[src/rtl/mac_bit_column_sequencer.sv]
// Walks a registered weight set one bit column at a time, emitting per-group
// activation selects for a bit-serial MAC (skip-zero or skip-one encoding).
//   state | meaning
//   IDLE  | no weight set held, waiting for w_valid
//   RUN   | presenting column col of the held weight set
module mac_bit_column_sequencer #(
  parameter int DATA_WIDTH = 8,
  parameter int VEC_LENGTH = 16
) (
  input  logic                         clk,
  input  logic                         reset,
  input  logic                         w_valid,
  output logic                         w_ready,
  input  logic signed [DATA_WIDTH-1:0] weight [VEC_LENGTH],
  output logic                         out_valid,
  input  logic                         out_ready,
  output logic [3:0]                   act_sel [VEC_LENGTH/2],
  output logic [VEC_LENGTH/8-1:0]      is_skip_zero,
  output logic [2:0]                   column_idx,
  output logic                         is_msb,
  output logic                         load_accum,
  output logic                         last_col,
  output logic                         done
);

  localparam int NG = VEC_LENGTH / 8;
  localparam logic [2:0] COL_LAST = 3'(DATA_WIDTH - 1);
  localparam logic [0:0] IDLE = 1'b0;
  localparam logic [0:0] RUN  = 1'b1;

  logic [0:0]                  state;
  logic [2:0]                  col;
  logic signed [DATA_WIDTH-1:0] w_reg [VEC_LENGTH];
  logic [7:0]                  col_bits [NG];
  logic                        run;
  logic                        col_last;

  function automatic logic [3:0] popcount8(input logic [7:0] b);
    logic [3:0] p;
    p = '0;
    for (int l = 0; l < 8; l++) p = p + {3'b000, b[l]};
    return p;
  endfunction

  // Local indices of the first four lanes whose bit equals want; spare slots hold 8 (zero).
  function automatic logic [15:0] pick_lanes(input logic [7:0] b, input logic want);
    logic [15:0] r;
    logic [2:0]  n;
    r = {4{4'd8}};
    n = '0;
    for (int l = 0; l < 8; l++) begin
      if (b[l] == want && n < 3'd4) begin
        r[4*n +: 4] = 4'(l);
        n = n + 3'd1;
      end
    end
    return r;
  endfunction

  assign run       = (state == RUN);
  assign col_last  = (col == COL_LAST);
  assign w_ready   = !run || (col_last && out_ready);
  assign out_valid = run;
  assign column_idx = run ? col : 3'd0;
  assign is_msb     = run && col_last;
  assign last_col   = run && col_last;
  assign load_accum = run && (col == 3'd0);

  always_ff @(posedge clk) begin
    if (reset) begin
      state <= IDLE;
      col   <= '0;
      done  <= 1'b0;
      for (int i = 0; i < VEC_LENGTH; i++) w_reg[i] <= '0;
    end else begin
      done <= run && col_last && out_ready;
      if (w_valid && w_ready) begin
        state <= RUN;
        col   <= '0;
        for (int i = 0; i < VEC_LENGTH; i++) w_reg[i] <= weight[i];
      end else if (run && out_ready) begin
        if (col_last) begin
          state <= IDLE;
          col   <= '0;
        end else begin
          col <= col + 3'd1;
        end
      end
    end
  end

  always_comb begin
    for (int g = 0; g < NG; g++) begin
      for (int l = 0; l < 8; l++) col_bits[g][l] = w_reg[8*g+l][col];
    end
  end

  // Dense groups (more than four 1s) select their 0-lanes so at most 3 slots are used.
  always_comb begin
    logic [15:0] slots;
    logic        skip;
    for (int k = 0; k < VEC_LENGTH/2; k++) act_sel[k] = 4'd8;
    is_skip_zero = '1;
    slots = '0;
    skip  = 1'b1;
    if (run) begin
      for (int g = 0; g < NG; g++) begin
        skip = (popcount8(col_bits[g]) <= 4'd4);
        slots = pick_lanes(col_bits[g], skip);
        is_skip_zero[g] = skip;
        for (int k = 0; k < 4; k++) act_sel[4*g+k] = slots[4*k +: 4];
      end
    end
  end

endmodule

[config.mk]
export PLATFORM = sky130hd
export DESIGN_NAME = mac_bit_column_sequencer
export DESIGN_NICKNAME = d
export VERILOG_FILES = /design/src/rtl/mac_bit_column_sequencer.sv
export SDC_FILE = /design/constraint.sdc
export NUM_CORES = 1
export LEC_CHECK = 0
export BUFFER_PORTS_ARGS = -buffer_cell sky130_fd_sc_hd__buf_2
export CELL_PAD_IN_SITES_DETAIL_PLACEMENT = 1
export CELL_PAD_IN_SITES_GLOBAL_PLACEMENT = 1
export CORE_UTILIZATION = 30
export DETAILED_ROUTE_END_ITERATION = 8
export PLACE_DENSITY_LB_ADDON = 0.1
export SYNTH_ARGS = -nofsm -noshare
export SYNTH_HDL_FRONTEND = slang
export SYNTH_SLANG_ARGS = --single-unit
[constraint.sdc]
create_clock -name clk -period 19.2 [get_ports clk]
set_input_delay 5.76 -clock clk [delete_from_list [all_inputs] [get_ports clk]]
set_output_delay 5.76 -clock clk [all_outputs]
set_load 0.02 [all_outputs]
Yosys cells after proc, flatten, opt, wreduce, memory -nomap -nowiden
Memories as Yosys holds them, arrays and structs flattened.
Index checks and enable logic that the tools add are counted.
{ "op_classes": {"addsub": 41, "order_cmp": 17, "eq_ne": 17, "n_shift": 28, "mux": 132, "bitwise": 16, "n_reduce_logical": 27} }
{ "ops": {"columns": ["operator", "count"], "rows": [
  ["$neg 5->34", 14],
  ["$shift 4x34->16 const A", 14],
  ["$shiftx 4x34->16 const A", 14],
  ["$mux 16", 26],
  ["$bwmux 16", 14],
  ["$mux 8", 16],
  ["$mux 3", 28],
  ["$bmux 1 s3", 16],
  ["$lt 3x3->1 const B", 14],
  ["$add 3x1->3 const B", 13],
  ["$add 4x1->4", 8],
  ["$mux 32", 1],
  ["$mux 1", 26],
  ["$logic_and 1x1->1", 20],
  ["$eq 1x1->1", 16],
  ["$mux 4", 4],
  ["$or 1x1->1", 16],
  ["$add 3x1->4", 2],
  ["$le 4x3->1 const B", 2],
  ["$add 2x1->3", 2],
  ["$add 1x1->2", 2],
  ["$lt 3x4->1 const B", 1],
  ["$reduce_bool 2->1", 2],
  ["$eq 3x3->1 const B", 1],
  ["other kinds (6)", 6]
]} }
{ "totals": {"regBits": 5, "ramBits": 128, "inputBits": 132, "output_inout_bits": 43, "word_cells": 282, "mem_count": 1} }
{ "mem_list": {"columns": ["memory", "words", "word_bits", "rd", "rd_ports_with_merged_regs", "write_ports", "line", "rtl"], "rows": [
  ["w_reg", 16, 8, 16, 0, 16, "33", "logic signed [DATA_WIDTH-1:0] w_reg [VEC_LENGTH];"]
]} }

Longest topological paths before layout
Gate-level depths: netlist of run 1.
An unclocked memory read counts as a cell.
{ "depth": {"depth_word": 43, "ltp_mapped": 44, "mapped_depth_nobuf": 39} }

Worst setup path after synthesis of run 1
Ideal clock, no wire load.
{ "synth_timing": {"kind": "reg2out", "from": "register col[1]", "to": "output port act_sel[19] (netlist bit)", "arrival_ns": 10.061, "required_ns": 13.440, "slack_ns": 3.379, "path_stages_with_launch": 44, "n_path_buf": 4, "cell_sequence": "dfxtp_1 -> buf_4 -> buf_6 -> mux4_2 -> mux2i_2 -> inv_1 -> fa_1 -> inv_1 -> fa_1 -> fa_1 -> inv_1 -> ha_1 -> inv_1 -> fa_1 -> nor2b_1 -> o22a_1 -> buf_1 -> xnor2_1 -> [8 not listed] -> ha_1 -> inv_1 -> nor2_1 -> a21oi_1 -> ha_1 -> a211oi_1 -> o21a_1 -> or2_1 -> buf_2 -> ha_1 -> mux2_2 -> inv_1 -> ha_1 -> nor4_1 -> o21ai_0 -> a211o_1 -> nand2_1 -> o41ai_1"} }
{ "synth_lines": {"columns": ["element", "line", "rtl"], "rows": [
  ["start: declaration", "32", "logic [2:0] col;"],
  ["start signal: assignment", "86", "col <= col + 3'd1;"],
  ["end: declaration", "17", "output logic [3:0] act_sel [VEC_LENGTH/2],"]
]} }

==> results.json, run 1 <==
{
  "place.gp.congestion": 0.783,
  "largest_register_ffs": 128,
  "synthAdderAreaFrac_pct": 7.41,
  "rsz0062_at_grt": "false",
  "design_area_um2": 10900,
  "crit_required_ps": 13440,
  "synth_top_cell_by_area": "edfxtp_1",
  "async_flop_share_pct": 0,
  "dp_cells": 1338,
  "synth_seq_area_share_pct": 43.9,
  "leakagePower_nw": 4.55,
  "drcViolationCount": 0,
  "clock.fmax_mhz": 56.8,
  "grt_max_degree": 68,
  "cts_buffers": 17,
  "core_um2": 29100,
  "fp.dieW_um": 175,
  "syn2layout_area_growth_pct": 21.4,
  "placed_area_um2": 10200,
  "synth_top_family_by_area": "simple AND/OR/NAND/NOR gates",
  "yosys-top-cells-area": "edfxtp_1 (43%), mux4_2 (7.0%), and2_1 (6.3%)",
  "maxSlewHeadroom_pct": 42.3,
  "synth_area_per_cell_um2": 11.1,
  "skew_ps": 8.39,
  "synthTopCellsByCount": "edfxtp_1 (128), and2_1 (90), nor2b_1 (61)",
  "gr-total-overflow": 0,
  "synth-simple-area-share_pct": 20.5,
  "cp_max_fo": 15,
  "ant_nets": 0,
  "clk_pin_slew_worst_paths_ps": 60,
  "first_pass_iters": 7,
  "drtIter0Drc": 298,
  "die_y_um": 175,
  "cts_max_level": 4,
  "cp-start-kind": "flip-flop",
  "power_mw": 1.69,
  "grt_pass1_wl_um": 38000,
  "cp_slowest_cell": "a21oi_1",
  "finalNetCount": 1151,
  "synth.area.mux_share_pct": 10.7,
  "ys.flop_type": "edfxtp_1",
  "slew_violations": 0,
  "finalCriticalPeriod_ps": 17600,
  "cts_sinks": 133,
  "clkLatencyLatePin_ps": 420,
  "start_util_pct": 30.9,
  "crit_top_cell": "inv_1",
  "max_stage_delay_ps": 710,
  "setup_viol": 0,
  "clockBufferDepth": 2,
  "synthesis.area_um2": 8980,
  "ios": 175,
  "drv_cap": 0,
  "synth_compound_area_share_pct": 9.79,
  "cts_hold_buf": 0,
  "track_usage_pct": 16.1,
  "cts_tree": "built",
  "grt_pass1_vias": 6909,
  "synth_nets": 984,
  "critPathArrivalTime_ps": 11840,
  "yosysWarnings": 0,
  "status": "finished, final reports clean",
  "crit_type": "flip-flop to output port",
  "ctsResizeCount": 0,
  "syn_inst": 806,
  "max-vdd-ir-drop_uv": 60.5,
  "cts_setup_buffers": 0,
  "power.density_nw_per_um2": 155,
  "synth_edf_count": 128,
  "hold_path_class": "flip-flop to flip-flop",
  "post_drt_wl_per_cell_um": 17.4,
  "synth_cell_types": 85,
  "rows": 62,
  "drive_gt1_share_pct": 28.5,
  "finalCritPeriodShare_pct": 91.7,
  "whs_ps": 588,
  "tightest_slew_ps": 866,
  "wl_um": 23800,
  "fin_setup_tns_ps": 0,
  "netlist.area_leader.share_pct": 42.8,
  "vias": 6578,
  "yosys.area_share.xor_xnor_pct": 3.55,
  "io_buffers": 174,
  "fin_cells": 1372,
  "synth_seq_cells": 133,
  "root_buffer": "clkbuf_16",
  "yosysMostFrequentCell": "edfxtp_1",
  "antenna_found_initial": 1,
  "detail_route.vias_per_cell": 4.79,
  "hold_violations": 0,
  "dp_hpwl_um": 18500,
  "die_area_um2": 30600,
  "cp-end-kind": "output port"
}
-- routing by layer --
layer | GRT usage [%] | routed length (um)
met1 | 22.7 | 11900
met5 | 0 | 0
met4 | 4.82 | 358
met3 | 2.31 | 707
met2 | 25.5 | 10800
-- power by group --
group	internal, mW	switching [mW]	total [mW]
clock	0.232	0.124	0.356
sequential	0.343	0.00627	0.349
combinational	0.370	0.616	0.986
-- path summary, 6_finish.rpt --
| path | from | endpoint | slack [ps] | depth (start not counted) |
|---|---|---|---|---|
| max | col[1] | act_sel[30] | 1600 | 40 |
| min | out_valid | col[1] | 590 | 2 |
| max reg2reg | col[1] | w_reg[0][53] | 15530 | 8 |
| min reg2reg | out_valid | col[1] | 590 | 2 |
-- cell families after synthesis --
logic type | Yosys count
simple gates | 321
buf+inv | 88
mux | 57
compound gates | 125
xor+xnor | 33
fa+ha+maj | 49
flops | 133
-- cell type report --
type | instances | area, um^2
Inverter | 54 | 203
Clock buffer | 18 | 429
Sequential cell | 133 | 3950
Tap cell | 384 | 480
Multi-Input combinational cell | 585 | 4680
Antenna cell | 2 | 5.00
Fill cell | 3254 | 18200
Clock inverter | 14 | 223
Timing Repair Buffer | 182 | 931
-- placed cells by master (no fill, tap or decap), drive strengths merged, types with 7 or more instances in the layout --
master and count:
clkbuf 18, inv 57, edfxtp 128, o21a 12
buf 182, mux4 28, nand2 47, nor2 34
nand2b 7, xnor2 27, mux2i 23, and2 90
fa 8, ha 38, nor2b 61, a21oi 28
o21ai 19, nor3 7, nand3 25
-- critical path: cells and delay by family (launching register included) --
| family | cells | cell delay (ps) |
|---|---|---|
| adder cells (fa/ha/maj) | 10 | 4000 |
| AO/OA/AOI/OAI | 12 | 3110 |
| multiplexers | 3 | 1420 |
| AND/OR/NAND/NOR | 5 | 1120 |
| buffers and inverters | 9 | 930 |
| flip-flops | 1 | 630 |
| XOR/XNOR | 1 | 180 |
-- stage by stage --
stage / worst slack (ps) / utilization, %
after global placement: 2040 / 35.2
after CTS: 1450 / 37.5
after detailed placement: 1930 / 35.2
final: 1600 / 37.5
after floorplan: 3380 / -
after global routing: 659 / 37.5
Power figures use the tool's default switching activity.
==> run 2, diff against run 1 <==
CORE_MARGIN = 2   (was unset)
==> run 2 against run 1 <==
Power is 3.7% lower. Sequential share of layout area is 0.43 points higher. Clock skew is 1.7 ps higher. Die area is 2.3% higher. Maximum frequency is 1.2% higher. Combinational power is 0.6% higher. First-iteration DRC count is 11% lower. Sequential cell count stayed put. Critical path type unchanged.
==> results.json, run 2 (synthesized netlist as in run 1, its figures left out) <==
{
  "cts_tree": "built",
  "critical_path.top_delay_family": "adder cells",
  "finalCritPeriodShare_pct": 90.6,
  "layout_common_cells": "buf_2 (174), edfxtp_1 (128), and2_1 (90)",
  "grt_pass1_vias": 6776,
  "cp_max_fo": 19,
  "rows": 63,
  "first_pass_iters": 4,
  "slew_violations": 0,
  "post_drt_wl_per_cell_um": 17.6,
  "drv_cap": 0,
  "start_util_pct": 30.4,
  "drive_gt1_share_pct": 28.1,
  "detail_route.vias_per_cell": 4.81,
  "track_usage_pct": 15.7,
  "ant_nets": 0,
  "hold_violations": 0,
  "drcViolationCount": 0,
  "reg2reg_to": "w_reg[0][26]",
  "crit_top_cell": "inv_1",
  "syn2layout_area_growth_pct": 19.9,
  "tightest_slew_ps": 917,
  "cp-end-kind": "output port",
  "drtIter0Drc": 265,
  "crit_required_ps": 13440,
  "wl_um": 24300,
  "critPathArrivalTime_ps": 11640,
  "grt_max_degree": 70,
  "antenna_cells": 0,
  "max-vdd-ir-drop_uv": 59.9,
  "antenna_found_initial": 0,
  "clock.fmax_mhz": 57.5,
  "power.density_nw_per_um2": 151,
  "cp_slowest_cell": "a21oi_1",
  "finalCriticalPeriod_ps": 17400,
  "crit_type": "flip-flop to output port",
  "dp_hpwl_um": 19000,
  "clk_pin_slew_worst_paths_ps": 50,
  "cts_hold_buf": 0,
  "clkLatencyLatePin_ps": 420,
  "cts_max_level": 4,
  "setup_viol": 0,
  "cts_sinks": 133,
  "hold_path_class": "flip-flop to flip-flop",
  "r2r-start": "col[1]",
  "vias": 6622,
  "crit_cells": 41,
  "place.gp.congestion": 0.818,
  "grt_pass1_wl_um": 37700,
  "gr-total-overflow": 0,
  "die_area_um2": 31300,
  "fin_setup_tns_ps": 0,
  "max_stage_delay_ps": 700,
  "finalNetCount": 1151,
  "r2r_cells": 8,
  "ios": 175,
  "io_buffers": 174,
  "root_buffer": "clkbuf_16",
  "rsz0062_at_grt": "false",
  "core_um2": 29600,
  "cts_buffers": 17,
  "leakagePower_nw": 4.48,
  "fp.dieW_um": 177,
  "status": "finished, final reports clean",
  "clockBufferDepth": 2,
  "cp-start-kind": "flip-flop",
  "timing.critical_path.to": "act_sel[29]",
  "skew_ps": 10.1,
  "critPathLaunch": "col[2]",
  "n_fill_cell": 3370,
  "power_mw": 1.63,
  "ctsResizeCount": 0,
  "maxSlewHeadroom_pct": 38.9,
  "die_y_um": 177,
  "cts_setup_buffers": 0,
  "critPathBufInv": 10,
  "largest_register_ffs": 128,
  "reg2reg_slack_ps": 15530,
  "final_common_cell": "buf_2"
}
[run 2: cell count changes in the layout (fill, tap and decap cells not counted), sizes merged]
cell      change
diode         -2
clkinvlp      +1
clkbuf        +3
inv           -2
clkinv        +3
bufinv        -5
[run 2: report_power, final]
part	switching (mW)	internal, mW
Clock	0.121	0.165
Sequential	0.00620	0.343
Combinational	0.622	0.370
Total	0.749	0.878
[run 2: worst min path at each step]
stage,slack (ps),start,cells after the start,end
floorplan,620,col[2],3,col[2]
global placement,730,out_valid,2,col[2]
detailed placement,710,out_valid,2,col[2]
CTS,730,out_valid,2,col[2]
global route,780,out_valid,2,col[2]
finish,720,out_valid,2,col[2]
[run 2: worst reg2reg max path, stage by stage, from the launching register on]
cell and delay, ps:
dfxtp_2 590, buf_4 420, ha_1 230, ha_1 180
nand2_1 90, nand2_1 120, nand2_1 150, nand2b_4 710
buf_4 770
[run 2: layout make-up]
type                       instances  area [um^2]  area share (%)
multi-input combinational        585         4680            43.5
sequential                       133         3950            36.6
timing repair buffer             182          931            8.64
tap                              390          488            4.53
clock buffer                      21          440            4.09
inverter                          54          203            1.88
clock inverter                    11         80.1           0.743
[run 2: per-layer routing]
layer	track usage (%)	vias to the layer above	part of all wire, %
met3	2.56	19	4.0
met1	21.6	3196	48
met2	25.8	143	47
li1	-	3264	-
met5	0	-	0
met4	3.62	0	0.93
[run 2: per-stage QoR]
step                area, um^2  utilization [%]  instances  worst slack (ps)  hold slack [ps]
detailed placement       10300             34.7       1344              2090              705
CTS                      10800             36.4       1376              1630              730
finish                   10800             36.4       1376              1800              719
global placement         10300             34.7       1344              2380              728
global route             10800             36.4       1376               900              778
floorplan                 8980                -        806              3380              616
